**src/rtl/stack_ram_if.sv**
```systemverilog
// Handshake/data bundle for the RAM-backed LIFO stack.
// The controller is the master; the stack is the slave.
interface stack_ram_if #(
    parameter int DATA_W = 8,
    parameter int ADDR_W = 7
);
    logic              cs;
    logic              push;
    logic              pop;
    logic              peek;
    logic [ADDR_W-1:0] peek_off;
    logic              clr;
    logic              clr_err;
    logic [DATA_W-1:0] din;
    logic [DATA_W-1:0] dout;
    logic              dout_valid;
    logic [ADDR_W:0]   count;
    logic              empty;
    logic              full;
    logic              err_ovf;
    logic              err_udf;

    modport master (
        output cs, push, pop, peek, peek_off, clr, clr_err, din,
        input  dout, dout_valid, count, empty, full, err_ovf, err_udf
    );

    modport slave (
        input  cs, push, pop, peek, peek_off, clr, clr_err, din,
        output dout, dout_valid, count, empty, full, err_ovf, err_udf
    );
endinterface

```
**src/rtl/stack_ram.sv**
```systemverilog
// RAM-backed LIFO stack growing downward from address DEPTH-1,
// with push/pop/replace/peek/clear and sticky error flags.
module stack_ram #(
    parameter int DATA_W = 8,
    parameter int ADDR_W = 7
) (
    input  logic       clk,
    input  logic       rst,
    stack_ram_if.slave bus
);
    localparam int DEPTH = 1 << ADDR_W;

    logic [DATA_W-1:0] mem_q [DEPTH];
    logic [ADDR_W:0]   count_q, count_d;
    logic [DATA_W-1:0] dout_q, dout_d;
    logic              dv_q, dv_d;
    logic              ovf_q, ovf_d;
    logic              udf_q, udf_d;

    logic              full, empty;
    logic              op_push, op_pop, op_rep, op_peek;
    logic              push_ok, pop_ok, rep_ok, peek_ok, peek_in;
    logic              ovf_set, udf_set, rd_en, wr_en;
    logic [ADDR_W-1:0] top_a, push_a, peek_a, rd_a, wr_a;

    assign full  = (count_q == (ADDR_W+1)'(DEPTH));
    assign empty = (count_q == '0);

    // Modulo-DEPTH addressing: top = DEPTH-count, next free = DEPTH-1-count
    assign top_a  = '0 - count_q[ADDR_W-1:0];
    assign push_a = ~count_q[ADDR_W-1:0];
    assign peek_a = top_a + bus.peek_off;

    assign op_push = bus.cs && !bus.clr && bus.push && !bus.pop;
    assign op_pop  = bus.cs && !bus.clr && bus.pop && !bus.push;
    assign op_rep  = bus.cs && !bus.clr && bus.push && bus.pop;
    assign op_peek = bus.cs && !bus.clr && !bus.push && !bus.pop
                     && bus.peek;
    assign peek_in = ({1'b0, bus.peek_off} < count_q);

    assign push_ok = op_push && !full;
    assign pop_ok  = op_pop && !empty;
    assign rep_ok  = op_rep && !empty;
    assign peek_ok = op_peek && peek_in;

    assign ovf_set = op_push && full;
    assign udf_set = ((op_pop || op_rep) && empty)
                     || (op_peek && !peek_in);

    assign rd_en = pop_ok || rep_ok || peek_ok;
    assign rd_a  = peek_ok ? peek_a : top_a;
    assign wr_en = push_ok || rep_ok;
    assign wr_a  = push_ok ? push_a : top_a;

    always_comb begin
        count_d = count_q;
        dout_d  = dout_q;
        dv_d    = 1'b0;
        ovf_d   = ovf_q;
        udf_d   = udf_q;
        if (bus.cs && bus.clr) begin
            count_d = '0;
        end else if (push_ok) begin
            count_d = count_q + 1'b1;
        end else if (pop_ok) begin
            count_d = count_q - 1'b1;
        end
        if (rd_en) begin
            dout_d = mem_q[rd_a];
            dv_d   = 1'b1;
        end
        if (bus.clr_err) begin
            ovf_d = 1'b0;
            udf_d = 1'b0;
        end
        if (ovf_set) ovf_d = 1'b1;
        if (udf_set) udf_d = 1'b1;
    end

    always_ff @(posedge clk or posedge rst) begin
        if (rst) begin
            count_q <= '0;
            dout_q  <= '0;
            dv_q    <= 1'b0;
            ovf_q   <= 1'b0;
            udf_q   <= 1'b0;
        end else begin
            count_q <= count_d;
            dout_q  <= dout_d;
            dv_q    <= dv_d;
            ovf_q   <= ovf_d;
            udf_q   <= udf_d;
        end
    end

    // Storage is not reset; replace reads the old top before it is overwritten
    always_ff @(posedge clk) begin
        if (wr_en && !rst) mem_q[wr_a] <= bus.din;
    end

    assign bus.dout       = dout_q;
    assign bus.dout_valid = dv_q;
    assign bus.count      = count_q;
    assign bus.empty      = empty;
    assign bus.full       = full;
    assign bus.err_ovf    = ovf_q;
    assign bus.err_udf    = udf_q;
endmodule

```
**src/flat_wrapper.sv**
```systemverilog
// flat-port wrapper written by rule: the top's interface ports become plain ports
module stack_ram_flat 
#(
    parameter int DATA_W = 8,
    parameter int ADDR_W = 7
)
  (clk, rst, bus_cs, bus_push, bus_pop, bus_peek, bus_peek_off, bus_clr, bus_clr_err, bus_din, bus_dout, bus_dout_valid, bus_count, bus_empty, bus_full, bus_err_ovf, bus_err_udf);
  stack_ram_if #(.DATA_W(DATA_W), .ADDR_W(ADDR_W)) bus_i ();
  input  logic clk;
  input  logic rst;
  input wire logic [$bits(bus_i.cs)-1:0] bus_cs;
  input wire logic [$bits(bus_i.push)-1:0] bus_push;
  input wire logic [$bits(bus_i.pop)-1:0] bus_pop;
  input wire logic [$bits(bus_i.peek)-1:0] bus_peek;
  input wire logic [$bits(bus_i.peek_off)-1:0] bus_peek_off;
  input wire logic [$bits(bus_i.clr)-1:0] bus_clr;
  input wire logic [$bits(bus_i.clr_err)-1:0] bus_clr_err;
  input wire logic [$bits(bus_i.din)-1:0] bus_din;
  output wire logic [$bits(bus_i.dout)-1:0] bus_dout;
  output wire logic [$bits(bus_i.dout_valid)-1:0] bus_dout_valid;
  output wire logic [$bits(bus_i.count)-1:0] bus_count;
  output wire logic [$bits(bus_i.empty)-1:0] bus_empty;
  output wire logic [$bits(bus_i.full)-1:0] bus_full;
  output wire logic [$bits(bus_i.err_ovf)-1:0] bus_err_ovf;
  output wire logic [$bits(bus_i.err_udf)-1:0] bus_err_udf;
  assign bus_i.cs = bus_cs;
  assign bus_i.push = bus_push;
  assign bus_i.pop = bus_pop;
  assign bus_i.peek = bus_peek;
  assign bus_i.peek_off = bus_peek_off;
  assign bus_i.clr = bus_clr;
  assign bus_i.clr_err = bus_clr_err;
  assign bus_i.din = bus_din;
  assign bus_dout = bus_i.dout;
  assign bus_dout_valid = bus_i.dout_valid;
  assign bus_count = bus_i.count;
  assign bus_empty = bus_i.empty;
  assign bus_full = bus_i.full;
  assign bus_err_ovf = bus_i.err_ovf;
  assign bus_err_udf = bus_i.err_udf;
  stack_ram #(.DATA_W(DATA_W), .ADDR_W(ADDR_W)) u_core (.clk(clk), .rst(rst), .bus(bus_i));
endmodule
```
**config.mk**
```make
export PLATFORM = sky130hd
export DESIGN_NAME = stack_ram_flat
export DESIGN_NICKNAME = d
export VERILOG_FILES = /design/src/rtl/stack_ram_if.sv /design/src/rtl/stack_ram.sv /design/src/flat_wrapper.sv
export SDC_FILE = /design/constraint.sdc
export NUM_CORES = 1
export LEC_CHECK = 0
export ABC_CLOCK_PERIOD_IN_PS = 4000
export BUFFER_PORTS_ARGS = -buffer_cell sky130_fd_sc_hd__buf_2
export CAP_MARGIN = 20
export CORE_UTILIZATION = 55
export CTS_BUF_LIST = sky130_fd_sc_hd__clkbuf_8
export DETAILED_ROUTE_END_ITERATION = 8
export GPL_ROUTABILITY_DRIVEN = 0
export PLACE_DENSITY = 0.77
export SYNTH_ARGS = -nofsm -noshare
export SYNTH_HDL_FRONTEND = slang
export SYNTH_SLANG_ARGS = --single-unit
```
**constraint.sdc**
```tcl
create_clock -name clk -period 4 [get_ports clk]
set_input_delay 0 -clock clk [delete_from_list [all_inputs] [get_ports clk]]
set_output_delay 0 -clock clk [all_outputs]
set_load 0.005 [all_outputs]
```
# Word level (Yosys, flattened, before mapping)
# Memories as Yosys holds them, arrays and structs flattened. A register that Yosys moved wholly into a read port is not among the register bits.
# Index checks and enable logic that the tools add are counted.
# word_totals
out_inout_bits,21
rom_bits,0
register_bits,11
in_bits,23
latch_bits,0
elab_cells,57
memories,1
ram_bits,1024
# mem_list
memory,depth,word_bits,rd,rd_ports_with_merged_regs,wr,line,rtl
u_core.mem_q,128,8,1,1,1,stack_ram.sv:13,logic [DATA_W-1:0] mem_q [DEPTH];
# classes
order_cmp,1
div_mod_pow,0
n_addsub,4
shifts,0
bitwise_logic,1
mux,11
n_reduce_logical,34
multipliers,0
n_eq_ne,1
# ops
op,count
$mux 8,3
$logic_and 1x1->1,18
$mux 7,2
$add 8x1->8 const B,1
$eq 8x8->1 const B,1
$logic_not 8->1,1
$lt 7x8->1,1
$sub 8x1->8 const B,1
$add 7x7->7,1
$logic_not 1->1,7
$not 7->7,1
$sub 1x7->7 const A,1
$mux 1,6
$logic_or 1x1->1,5
$reduce_bool 2->1,2
$reduce_bool 3->1,1

# Logic depth before layout (Yosys ltp)
# depth
ltp_word,9
ltp_mapped,19
depth_no_buf,17

# Worst setup path after synthesis
# No wires, ideal clock.
# synth_path
path_type,register -> register
startpoint,register u_core.count_q[0] (netlist: u_core.bus.count[0])
endpoint,register u_core.dout_q[0] (netlist: u_core.bus.dout[0]) (read register of u_core.mem_q)
stages_incl_launch_ff,17
path_buffers,1
setup_slack_ns,0.226
t_arrival_ns,3.653
setup_time_ns,0.120
synth_period_minus_slack_ns,3.774
required_time_ns,3.880
path_cell_list,dfrtp_1 -> buf_2 -> clkinv_1 -> ha_1 -> xor2_1 -> inv_1 -> ha_1 -> nor2b_1 -> o21ai_0 -> a21boi_0 -> o21ai_0 -> a21boi_0 -> o31a_1 -> a211o_1 -> a41oi_1 -> nand4_1 -> o211a_1
# synth_via
elab_chain_cells,5
elab_cells_between_ends,11
classes_between,add/sub: 2; order compare: 1; mux: 1; reduce/logical: 7
# synth_lines
element,line,rtl
start: declaration,stack_ram.sv:14,"logic [ADDR_W:0] count_q, count_d;"
start signal: assignment,stack_ram.sv:88,count_q <= count_d;
"parallel branches: the longest is 5 deep, another holds $sub 1x7->7",--,
end: declaration,stack_ram.sv:15,"logic [DATA_W-1:0] dout_q, dout_d;"
# Parallel ways; which one is timed is not known.
# A chain may end at the register's enable or synchronous reset.

# Final worst setup path
# layout_path
startpoint,register u_core.count_q[1] (netlist: u_core.bus.count[1])
endpoint,register u_core.dout_q[5] (netlist: u_core.bus.dout[5]) (read register of u_core.mem_q)
# Same word-level chain as after synthesis.

==> flow_metrics.env <==
export IMPL_cp_slowest_cell="nor2_2"
export IMPL_die_area_sq_mm=0.07955
export IMPL_antenna_found_initial=4
export IMPL_p_per_area_mw_per_mm2=780.7
export IMPL_fin_crit_ns=3.979
export IMPL_crit_family="compound AO/OA/AOI/OAI gates"
export IMPL_drv_cap=0
export IMPL_tightest_slew_ns=1.073
export IMPL_pwr_share_clk=0.208
export IMPL_report_final_slew_viol_count=0
export IMPL_clk_pin_slew_ns=0.06
export IMPL_overflow=0
export IMPL_power_leakage_uw=0.01792
export IMPL_seq_area_sq_mm=0.03123
export IMPL_synth_edf_count=1024
export IMPL_fillCellCount=5387
export IMPL_netlist_area_sq_mm=0.04314
export IMPL_core_area_sq_mm=0.07747
export IMPL_comb_power_share=0.474
export IMPL_critPathMaxFanout=9
export IMPL_rows=102
export IMPL_final_setup_tns_ns=0
export IMPL_rsz0062_at_grt="yes"
export IMPL_route_detailed_drc=0
export IMPL_status="completed"
export IMPL_drt_first_pass_iters=6
export IMPL_path_class="reg2reg"
export IMPL_first_global_vias=27380
export IMPL_grt_max_degree=86
export IMPL_hold_viol=0
export IMPL_synth_seq_cells=1043
export IMPL_numPortBuffers=43
export IMPL_switching_power_uw=15770
export IMPL_start_util=0.5568
export IMPL_via_per_inst=6.376
export IMPL_dp_hpwl_mm=71.05
export IMPL_finalInstanceArea_sq_mm=0.04931
export IMPL_synth_fp_nets=2989
export IMPL_nets=3263
export IMPL_slowest_delay_ns=0.75
export IMPL_path_buf_inv=2
export IMPL_relSlewSlack=0.2843
export IMPL_cts_tree="built"
export IMPL_ys_seq_area_frac=0.7239
export IMPL_vias=28000
export IMPL_grt_use_total=0.2874
export IMPL_clock_latency_ns=0.82
export IMPL_clock_root_buffer="clkbuf_8"
export IMPL_clk_path_buf_depth=3
export IMPL_fin_total_pwr_uw=38490
export IMPL_post_dp_cell_area_sq_mm=0.04580
export IMPL_syn_to_final_growth_pct=14.31
export IMPL_cts_buffers=158
export IMPL_end_kind="flip-flop"
export IMPL_fin_util=0.6365
export IMPL_die_w_microns=282.1
export IMPL_p_sw_frac=0.4096
export IMPL_syn_inst=2944
export IMPL_htreeDepth=4
export IMPL_setup_violations=0
export IMPL_seq_power_share=0.318
export IMPL_p_int_uw=22730
export IMPL_ys_async_sr_fraction=0.01822
export IMPL_die_h_microns=282.1
export IMPL_synth_avg_cell_area_sq_um=14.65
export IMPL_synth_ff_type="edfxtp_1"
export IMPL_fmax_mhz=251.3
export IMPL_hp_class="in2async"
export IMPL_pin_count=44
export IMPL_drtIter0Drc=4139
export IMPL_wire_per_inst_microns=26.18
export IMPL_crit_required_ns=4.76
export IMPL_ant_nets=0
export IMPL_worstPathCellList="inv_1 -> ha_1 -> xor2_1 -> inv_1 -> ha_1 -> a21oi_1 -> o21ai_0 -> a21oi_1 -> xnor2_1 -> mux2i_1 -> nor2_2 -> a31oi_1 -> nand4_1 -> o211a_1"
export IMPL_ir_drop_mv=0.6763
export IMPL_synth_warnings=0
export IMPL_wl_mm=114.9
export IMPL_grt_first_pass_wirelength_mm=167.9
export IMPL_synth_cell_type_count=70
export IMPL_critPathArrivalTime_ns=4.74
export IMPL_clock_sinks=1043
export IMPL_multi_input_area_sq_mm=0.01133
export IMPL_crit_path_start_kind="flip-flop"
export IMPL_post_route_period_util=0.9948
export IMPL_skew_ns=0.03371
export IMPL_drive_above_1_share=0.2024
## worst reg2reg max path: cells and delay by family, from the launching register on
family	cells	cell delay [ns]
muxes	1	0.19
buffers and inverters	2	0.25
xor gates and xnor gates	2	0.34
adders and majority gates	2	0.55
and+or+nand+nor	2	1.01
DFF	1	0.39
AOI/OAI and AO/OA	5	1.20
## power groups by stage
| stage | logic (uW) | registers, uW | clock network [uW] |
|---|---|---|---|
| after global placement | 16500 | 12500 | 0 |
| after CTS | 17100 | 12200 | 8080 |
| after global routing | 18900 | 12200 | 8520 |
| after floorplan | 10700 | 12400 | 0 |
| after detailed placement | 16800 | 12500 | 0 |
| final | 18200 | 12200 | 8010 |
## path summary, 6_finish.rpt
kind                                          start  slack [ns]  cells past startpoint                  end
worst max-delay path            u_core.bus.count[1]        0.02                     14   u_core.bus.dout[5]
worst min-delay path                            rst        0.06                      3   u_core.bus.dout[1]
worst max register to register  u_core.bus.count[1]        0.02                     14   u_core.bus.dout[5]
worst min register to register   u_core.bus.dout[3]        0.62                      1   u_core.bus.dout[3]
max in group asynchronous                       rst        3.26                      3  u_core.bus.count[2]
min in group clk                            bus_pop        0.12                      7  u_core.bus.count[6]
## what timing repair did
item                                    CTS  global route
endpoints found under the setup margin    7           158
setup buffers                             3            11
gates resized for setup                   6            51
pin swaps                                 1             6
hold endpoints to repair                527             0
hold buffers                             19             0
gates cloned                              0             3
## cell usage in the layout (no fill, tap or decap), drive strengths merged, types with 8 or more instances in the layout
cell | netlist | final
nor2 | 157 | 157
o221ai | 14 | 14
a211oi | 22 | 22
ha | 20 | 20
a21oi | 54 | 54
nand3 | 56 | 56
a31o | 21 | 21
a22oi | 14 | 14
buf | 120 | 273
mux2i | 271 | 271
o2111ai | 8 | 8
a21o | 16 | 16
nand2 | 438 | 439
and3 | 175 | 175
o221a | 113 | 113
dfrtp | 19 | 19
nand2b | 9 | 9
a31oi | 10 | 10
mux2 | 8 | 8
dlygate4sd3 | 0 | 19
nand4 | 45 | 45
edfxtp | 1024 | 1024
o21ai | 150 | 150
clkinv | 1 | 73
clkbuf | 61 | 167
xnor2 | 11 | 11
inv | 22 | 71
## final cells by class
type | instances | area share
diodes | 2 | 0.0001015
flip-flops and latches | 1043 | 0.6333
repair buffers | 293 | 0.05045
multi-input cells | 1699 | 0.2297
inverters | 23 | 0.001751
clock buffers | 166 | 0.04633
clock inverters | 125 | 0.01198
well taps | 1040 | 0.02639
## synth_stat cells, drive strengths merged, types with 45 or more instances
cell type | number | area share
buf | 120 | 0.014
nand2 | 438 | 0.038
a21oi | 54 | 0.0063
nor2 | 157 | 0.014
mux2i | 271 | 0.063
clkbuf | 61 | 0.0053
edfxtp | 1024 | 0.71
nand3 | 56 | 0.0066
o21ai | 150 | 0.017
and3 | 175 | 0.025
o221a | 113 | 0.029
nand4 | 45 | 0.0067
## per-stage QoR
| stage | std cells | setup WS, ns | hold WS, ns |
|---|---|---|---|
| final | 4391 | 0.02100 | 0.05723 |
| after global routing | 4390 | -0.1687 | 0.1229 |
| after global placement | 4062 | -0.06310 | 0.2136 |
| after CTS | 4375 | -0.002651 | 0.01645 |
| after floorplan | 2944 | 0.2261 | -0.04887 |
| after detailed placement | 4062 | -0.2138 | 0.2209 |
## registers in the layout, summed over array words and instances (netlist names)
| name | cells |
|---|---|
| u_core.mem_q | 1024 |
| u_core.bus.dout_valid | 1 |
| u_core.bus.err_udf | 1 |
| u_core.bus.err_ovf | 1 |
| u_core.bus.count | 8 |
| u_core.bus.dout | 8 |
## logic make-up (layout without fill, tap and decap cells)
family	count (synthesis)	count (layout)	synth area share
AOI/OAI and AO/OA	462	462	0.08104
buffers and inverters	204	607	0.02161
other	0	2	0
and+or+nand+nor	917	919	0.09798
muxes	280	280	0.06550
adders and majority gates	22	22	0.006730
xor gates and xnor gates	16	16	0.003249
DFF	1043	1043	0.7239
## layer usage
metal,vias to the layer above,share of wire,track usage
li1,11910,-,-
met1,13610,0.36,0.3749
met2,2059,0.46,0.4442
met3,418,0.12,0.07599
met4,0,0.051,0.1508
met5,-,0,0
Note: power is estimated with default switching activity, not from simulation.
